## src/rtl/pipe_pkg.sv

```systemverilog
// Shared MEM->WB types: default widths, the bundle struct and its reset value.
package pipe_pkg;
  localparam int DATA_W = 32;
  localparam int RN_W   = 5;

  typedef struct packed {
    logic              wreg;
    logic              m2reg;
    logic [DATA_W-1:0] mo;
    logic [DATA_W-1:0] alu;
    logic [RN_W-1:0]   rn;
  } mw_bundle_t;

  localparam mw_bundle_t MW_BUNDLE_RST = '0;
endpackage

```

## src/rtl/mw_skid_buf.sv

```systemverilog
// Generic 2-entry skid buffer: MAIN drives the output, SKID absorbs one bundle under
// backpressure so in_ready comes straight from a flop.
module mw_skid_buf #(
  parameter type T = pipe_pkg::mw_bundle_t
) (
  input  logic       clk,
  input  logic       rst,
  input  logic       flush,
  input  logic       in_valid,
  output logic       in_ready,
  input  T           in_data,
  output logic       out_valid,
  input  logic       out_ready,
  output T           out_data,
  output logic [1:0] count
);
  T     main_q, main_d, skid_q, skid_d;
  logic mv_q, mv_d, sv_q, sv_d;
  logic accept, retire;

  assign in_ready  = ~sv_q;
  assign accept    = in_valid & ~sv_q;
  assign retire    = mv_q & out_ready;
  assign out_valid = mv_q;
  assign out_data  = main_q;
  assign count     = {1'b0, mv_q} + {1'b0, sv_q};

  always_comb begin
    main_d = main_q;
    skid_d = skid_q;
    mv_d   = mv_q;
    sv_d   = sv_q;
    if (flush) begin
      // payload left stale on purpose; valids alone gate visibility
      mv_d = 1'b0;
      sv_d = 1'b0;
    end else if (sv_q) begin
      if (retire) begin
        main_d = skid_q;
        sv_d   = 1'b0;
      end
    end else if (mv_q) begin
      if (accept && retire) begin
        main_d = in_data;
      end else if (accept) begin
        skid_d = in_data;
        sv_d   = 1'b1;
      end else if (retire) begin
        mv_d = 1'b0;
      end
    end else if (accept) begin
      main_d = in_data;
      mv_d   = 1'b1;
    end
  end

  always_ff @(posedge clk or posedge rst) begin
    if (rst) begin
      main_q <= '0;
      skid_q <= '0;
      mv_q   <= 1'b0;
      sv_q   <= 1'b0;
    end else begin
      main_q <= main_d;
      skid_q <= skid_d;
      mv_q   <= mv_d;
      sv_q   <= sv_d;
    end
  end
endmodule

```

## src/rtl/pipe_mw_stage.sv

```systemverilog
// Elastic MEM->WB stage with flush, occupancy and r0 write squash.
// Optional macro MW_BYPASS_EN adds wdata/fwd_rn/fwd_hit forwarding ports.
module pipe_mw_stage #(
  parameter int DATA_W = pipe_pkg::DATA_W,
  parameter int RN_W   = pipe_pkg::RN_W
) (
  input  logic              clk,
  input  logic              clr,
  input  logic              flush,
  input  logic              m_valid,
  output logic              m_ready,
  input  logic              mwreg,
  input  logic              mm2reg,
  input  logic [DATA_W-1:0] mmo,
  input  logic [DATA_W-1:0] malu,
  input  logic [RN_W-1:0]   mrn,
  output logic              w_valid,
  input  logic              w_ready,
  output logic              wwreg,
  output logic              wm2reg,
  output logic [DATA_W-1:0] wmo,
  output logic [DATA_W-1:0] walu,
  output logic [RN_W-1:0]   wrn,
  output logic [1:0]        w_count
`ifdef MW_BYPASS_EN
  ,
  input  logic [RN_W-1:0]   fwd_rn,
  output logic [DATA_W-1:0] wdata,
  output logic              fwd_hit
`endif
);
  typedef struct packed {
    logic              wreg;
    logic              m2reg;
    logic [DATA_W-1:0] mo;
    logic [DATA_W-1:0] alu;
    logic [RN_W-1:0]   rn;
  } bundle_t;

  bundle_t in_b, main_b;

  // r0 is hardwired, so a write to it is dropped at capture
  always_comb begin
    in_b       = '0;
    in_b.wreg  = mwreg & (mrn != '0);
    in_b.m2reg = mm2reg;
    in_b.mo    = mmo;
    in_b.alu   = malu;
    in_b.rn    = mrn;
  end

  mw_skid_buf #(.T(bundle_t)) u_skid (
    .clk      (clk),
    .rst      (clr),
    .flush    (flush),
    .in_valid (m_valid),
    .in_ready (m_ready),
    .in_data  (in_b),
    .out_valid(w_valid),
    .out_ready(w_ready),
    .out_data (main_b),
    .count    (w_count)
  );

  assign wwreg  = main_b.wreg & w_valid;
  assign wm2reg = main_b.m2reg;
  assign wmo    = main_b.mo;
  assign walu   = main_b.alu;
  assign wrn    = main_b.rn;

`ifdef MW_BYPASS_EN
  assign wdata   = main_b.m2reg ? main_b.mo : main_b.alu;
  assign fwd_hit = wwreg & (main_b.rn == fwd_rn);
`endif
endmodule

```

## config.mk

```make
export PLATFORM = sky130hd
export DESIGN_NAME = pipe_mw_stage
export DESIGN_NICKNAME = d
export VERILOG_FILES = /design/src/rtl/pipe_pkg.sv /design/src/rtl/mw_skid_buf.sv /design/src/rtl/pipe_mw_stage.sv
export SDC_FILE = /design/constraint.sdc
export NUM_CORES = 1
export LEC_CHECK = 0
export ABC_AREA = 1
export BUFFER_PORTS_ARGS = -buffer_cell sky130_fd_sc_hd__clkbuf_2
export CORE_MARGIN = 4
export CORE_UTILIZATION = 58
export CTS_CLUSTER_SIZE = 10
export DETAILED_ROUTE_END_ITERATION = 10
export PLACE_DENSITY = 0.94
export SYNTH_ARGS = -nofsm -noshare
export SYNTH_HDL_FRONTEND = slang
export SYNTH_SLANG_ARGS = --single-unit
```

## constraint.sdc

```tcl
create_clock -name clk -period 8.8 [get_ports clk]
set_input_delay 1.32 -clock clk [delete_from_list [all_inputs] [get_ports clk]]
set_output_delay 1.32 -clock clk [all_outputs]
set_load 0.01 [all_outputs]
```

==> out/metrics.yaml, run 1 <==
run_status:
  run_status: "finished, final reports clean"
placement:
  placed_cells: 1036
  dp_hpwl_mm: 9.117
  io_buffers: 150
  place_congestion: 0.7978
power_and_ir_drop:
  p_clk_share_pct: 36.2
  pwr-share-seq_pct: 46.4
  power_switching_mw: 0.5461
  swShare_pct: 27.96
  power.density_nw_per_um2: 256.2
  internal_power_mw: 1.407
  ir_worst_vdd_v: 0.0001547
  pwr-share-comb_pct: 17.5
  leakage_nw: 4.241
timing:
  slew_viol_final: 0
  relSlewSlack_pct: 18.24
  setup_viol: 0
  fmaxAchievable_ghz: 0.2856
  holdWs_ps: 465.5
  fin_crit_sh_pct: 39.78
  worst_pin_slew_ps: 1226
  finalSetupTns_ps: 0
  fin_crit_ps: 3501
  clock_skew_ps: 9.329
  grt_setup_unrepaired: "no"
  hold_viol_final: 0
synth:
  synthDistinctLibCells: 19
  ys_ff_latch: 144
  yosysSeqAreaShare_pct: 52.90
  yosysWarnings: 0
  synth_area_leaders: "dfrtp_1, nand2_1, o21ai_0"
  syn_area_um2: 6812
  netlist_instances: 853
  yosys.area.top_type: "dfrtp_1"
  synth_area_per_cell_um2: 7.985
  synth_nets: 930
  synth_top_area_share_pct: 52.90
cts:
  holdBufCountCts: 0
  numCtsBuffers: 17
  clock_path_buffers: 2
  cts_setup_buffers: 0
  clkLatencyLatePin_ps: 420
  cts_tree: "done"
  htree_num_levels: 4
  clock-sinks: 144
  cts-resized-gates: 0
  cts_root_buffer: "clkbuf_16"
  clkTransAtPathRegs_ps: 50
layout:
  synthToLayoutAreaGrowth_pct: 11.92
  fin_util_pct: 66.48
  final_cells: 1067
  antenna_cells_inserted: 0
  drive_gt1_share_pct: 21.00
  layout.nets: 989
detailed_routing:
  ant_nets: 0
  first_pass_iters: 5
  num_vias: 5285
  wl_per_cell_um: 13.13
  via_per_inst: 4.953
  drc_errors: 0
  finalWirelength_mm: 14.01
  drt-initial-drc-count: 428
floorplan:
  start_util_pct: 59.40
  core_um2: 11470
  die_h_um: 116.4
  die_area_um2: 13540
  fp.dieW_um: 116.4
  rows: 39
  ios: 151
critical_path:
  worstPathCellList: "buf_4 > inv_2 > clkbuf_2"
  cp-start-kind: "flop"
  critPathSlowestCell: "buf_4"
  critical_path.top_delay_family: "buffers and inverters"
  cpPeakStageDelay_ps: 760
  crit_arrival_ps: 2180
  cp.required_ps: 7480
  worstSetupPathType: "flop to output pin"
  end_kind: "output pin"
  critPathBufInv: 3
  crit_fanout: 109
grt:
  overflow: 0
  antenna_found_initial: 0
  grt_pass1_vias: 5094
  grt_pass1_wl_mm: 23.47
  grt_max_degree: 133
  grt_use_total_pct: 22.03
worst_hold_path:
  hp-class: "flop to flop"
run:
  maxCapViolations: 0
[flip-flops by register name, indices dropped and copies added (netlist names)]
name              count
u_skid.out_data      71
u_skid.skid_q        71
u_skid.out_valid      1
u_skid.sv_q           1
[cell type report]
class                           instances  area (um^2)
Clock buffer                           27        553.0
Clock inverter                          4        45.04
Fill cell                             954         3844
Inverter                               76        292.8
Multi-Input combinational cell        519         2166
Sequential cell                       144         3607
Tap cell                              143        178.9
Timing Repair Buffer                  154        780.7
[worst paths after layout]
check                                    startpoint                  end  slack (ps)  cells after the start
worst max-delay path                    u_skid.sv_q              m_ready        5300                      3
worst min-delay path            u_skid.out_data[48]  u_skid.out_data[48]         470                      2
worst max register to register          u_skid.sv_q  u_skid.out_data[18]        5410                      9
worst min register to register  u_skid.out_data[48]  u_skid.out_data[48]         470                      2
max in group asynchronous                       clr          u_skid.sv_q        6340                      3
min in group asynchronous                       clr  u_skid.out_data[57]         960                      2
[logic make-up after synthesis]
| family | after synthesis | synth area share (%) |
|---|---|---|
| AOI/OAI and AO/OA | 143 | 10.56 |
| adders and majority gates | 1 | 0.1837 |
| buffers and inverters | 190 | 15.37 |
| and+or+nand+nor | 375 | 20.98 |
| DFF | 144 | 52.90 |
[layout by cell type, fill, tap and decap left out, drive strengths merged]
master and count:
dfrtp 144, ha 1, nand3 3, o21ai 142, a31o 1, nor2 6
clkbuf 177, inv 76, nand2 365, or2 1, buf 4, bufinv 1
clkinv 3
[layer usage]
layer	track usage (%)	part of all wire [%]
met5	0	0
met1	29.31	45
met2	34.32	47
met3	5.907	6.5
met4	9.358	1.8
[through the flow]
| step | power, mW | setup slack, ps | cell area, um^2 |
|---|---|---|---|
| 2_1_floorplan | 1.208 | 3614 | 6812 |
| 4_1_cts | 1.972 | 5283 | 7624 |
| 5_1_grt | 2.072 | 5072 | 7624 |
| 3_5_place_dp | 1.259 | 5443 | 7025 |
| 3_3_place_gp | 1.236 | 5520 | 7025 |
| 6_report | 1.953 | 5299 | 7624 |
[worst reg2reg max path, stage by stage, from the launching register on]
cell	delay, ps
dfrtp_4	640
buf_4	780
inv_2	170
nand3_1	130
nand2_1	80
nor2_4	70
buf_4	620
inv_4	520
nand2_1	190
nand2_1	70
[cell usage after synthesis (all sizes together)]
cell type  count
a31o           1
buf           93
clkbuf        21
dfrtp        144
ha             1
inv           76
nand2        365
nand3          3
nor2           6
o21ai        142
or2            1
[power groups by stage]
stage	combinational (mW)	sequential, mW	clock [mW]
5_1_grt	0.395	0.926	0.751
3_5_place_dp	0.347	0.913	0
4_1_cts	0.348	0.905	0.718
2_1_floorplan	0.320	0.888	0
3_3_place_gp	0.330	0.907	0
6_report	0.341	0.906	0.706
Note: power is estimated with default switching activity, not from simulation.
==> run 2, diff against run 1 <==
--- a/config.mk
+++ b/config.mk
@@ -8,10 +8,10 @@
 export ABC_AREA = 1
 export BUFFER_PORTS_ARGS = -buffer_cell sky130_fd_sc_hd__clkbuf_2
 export CORE_MARGIN = 4
-export CORE_UTILIZATION = 58
+export CORE_UTILIZATION = 49
 export CTS_CLUSTER_SIZE = 10
 export DETAILED_ROUTE_END_ITERATION = 10
-export PLACE_DENSITY = 0.94
+export PLACE_DENSITY = 0.85
 export SYNTH_ARGS = -nofsm -noshare
 export SYNTH_HDL_FRONTEND = slang
 export SYNTH_SLANG_ARGS = --single-unit
==> constraint.sdc (replaced) <==
create_clock -name clk -period 2.9 [get_ports clk]
set_input_delay 0.435 -clock clk [delete_from_list [all_inputs] [get_ports clk]]
set_output_delay 0.435 -clock clk [all_outputs]
set_load 0.01 [all_outputs]
==> run 2 against run 1 <==
  * Sequential power grew to 3.0 times the previous value
  * Total power grew to 3.2 times the previous value
  * Combinational power grew to 3.0 times the previous value
  * Via count is 0.45% higher
  * Largest cell class unchanged
  * Critical path depth is 1 lower
==> out/metrics.yaml, run 2 (synthesized netlist as in run 1, its figures left out) <==
layout:
  final_cells: 1102  # +3.3%
  synthToLayoutAreaGrowth_pct: 14.35
  drive_gt1_share_pct: 21.27  # +0.28 points
  layout.nets: 991  # +0.20%
  fillers: 1216  # +27%
  seqCellArea_um2: 3607  # unchanged
  final_cell_mix: "nand2_1, clkbuf_2, dfrtp_1, o21ai_0, inv_1"
  multi_input_area_um2: 2166  # unchanged
  stdcell_area_um2: 7789  # +2.2%
  layout_commonest_cell: "nand2_1"
  antenna_cells_inserted: 0  # unchanged
grt:
  antenna_found_initial: 0  # unchanged
  grtUsageMet3_pct: 5.419  # -0.49 points
  grt-busiest-layer: "met2"
  grt_use_total_pct: 19.02  # -3.0 points
  grt_pass1_wl_mm: 24.40  # +4.0%
  grtUsageMet1_pct: 25.65  # -3.7 points
  grt_pass1_vias: 4977  # -2.3%
  grt_max_degree: 145  # +9.0%
  grtUsageMet2_pct: 29.67  # -4.7 points
  overflow: 0  # unchanged
placement:
  place_congestion: 0.7581  # -5.0%
  placed_cells: 1071  # +3.4%
  io_buffers: 150  # unchanged
  dp_hpwl_mm: 9.441  # +3.6%
  place_area_um2: 7118  # +1.3%
power_and_ir_drop:
  ir_worst_vdd_v: 0.0003656  # +140%
  leakage_nw: 4.291  # +1.2%
  total_power_mw: 6.242  # +220%
  power.density_nw_per_um2: 801.4  # +210%
run:
  maxCapViolations: 0  # unchanged
critical_path:
  cp.required_ps: 2470  # -5010 ps
  crit_fanout: 51  # -53%
  worstSetupPathType: "flop to output pin"
  cp-start-kind: "flop"
  r2r_start: "u_skid.sv_q"
  end_kind: "output pin"
  startpoint: "u_skid.sv_q"
  crit_arrival_ps: 1660  # -520 ps
cts:
  holdBufCountCts: 0  # unchanged
  htree_num_levels: 4  # unchanged
  cts_root_buffer: "clkbuf_16"
  cts_tree: "done"
  clock-sinks: 144  # unchanged
  cts_setup_buffers: 0  # unchanged
  clkLatencyLatePin_ps: 420  # about the same
  numCtsBuffers: 17  # unchanged
  clock_path_buffers: 2  # unchanged
  cts-resized-gates: 0  # unchanged
  clkTransAtPathRegs_ps: 60  # about the same
detailed_routing:
  finalWirelength_mm: 14.46  # +3.2%
  first_pass_iters: 5  # unchanged
  ant_nets: 0  # unchanged
  drc_errors: 0  # unchanged
  drt-initial-drc-count: 373  # -13%
  via_per_inst: 4.818  # -2.7%
  num_vias: 5309  # +0.45%
  wl_per_cell_um: 13.12  # -0.11%
floorplan:
  start_util_pct: 50.63  # -8.8 points
  die_h_um: 125.9  # +8.2%
  rows: 42  # +7.7%
  fp.dieW_um: 125.9  # +8.2%
  core_um2: 13450  # +17%
  ios: 151  # unchanged
  die_area_um2: 15850  # +17%
timing:
  fin_crit_sh_pct: 72.26
  clock_skew_ps: 6.591  # -2.738 ps
  finalSetupTns_ps: 0  # unchanged
  grt_setup_unrepaired: "no"
  slew_viol_final: 0  # unchanged
  fin_crit_ps: 2095
  relSlewSlack_pct: 47.50  # +29 points
  setup_viol: 0  # unchanged
  hold_viol_final: 0  # unchanged
  worst_pin_slew_ps: 787.5  # -438.8 ps
  fmaxAchievable_ghz: 0.4772
run_status:
  run_status: "finished, final reports clean"
worst_hold_path:
  hp-class: "input pin to asynchronous set/reset pin"
run 2: path summary, 6_finish.rpt:
kind | endpoint | depth (start not counted) | slack (ps)
max | w_count[0] | 2 | 800
min | u_skid.out_data[34] | 3 | 230
max reg2reg | u_skid.skid_q[2] | 6 | 820
min reg2reg | u_skid.out_data[36] | 2 | 470
max in group asynchronous | u_skid.sv_q | 3 | 2090
min in group clk | u_skid.skid_q[45] | 3 | 260
run 2: cell type report:
cell class	count	area share [%]
tap	176	2.827
inverter	76	3.743
clock buffer	22	6.345
clock inverter	9	2.265
sequential	144	46.31
multi-input combinational	519	27.81
timing repair buffer	156	10.70
run 2: per-stage QoR:
| stage | util (%) | setup WS, ps | hold WS (ps) |
|---|---|---|---|
| 2_1_floorplan | - | 660.0 | 443.1 |
| 3_3_place_gp | 52.91 | 938.2 | 452.8 |
| 3_5_place_dp | 52.91 | 872.7 | 457.3 |
| 4_1_cts | 57.90 | 785.9 | 244.2 |
| 5_1_grt | 57.90 | 632.2 | 255.6 |
| 6_report | 57.90 | 804.5 | 225.8 |
run 2: metal layers:
layer | vias to the layer above | wire, um
li1 | 2663 | -
met1 | 2435 | 6310
met2 | 187 | 6812
met3 | 24 | 1038
met4 | 0 | 295
met5 | - | 0
run 2: power breakdown:
| part | total [mW] | switching (mW) | internal, mW |
|---|---|---|---|
| Combinational | 1.04 | 0.621 | 0.419 |
| Clock | 2.45 | 0.818 | 1.64 |
| Sequential | 2.75 | 0.270 | 2.48 |
| Total | 6.24 | 1.71 | 4.53 |
run 2: critical path, stage by stage, from the launching register on:
cell and delay [ps]:
dfrtp_4 660, ha_1 420, clkbuf_2 150
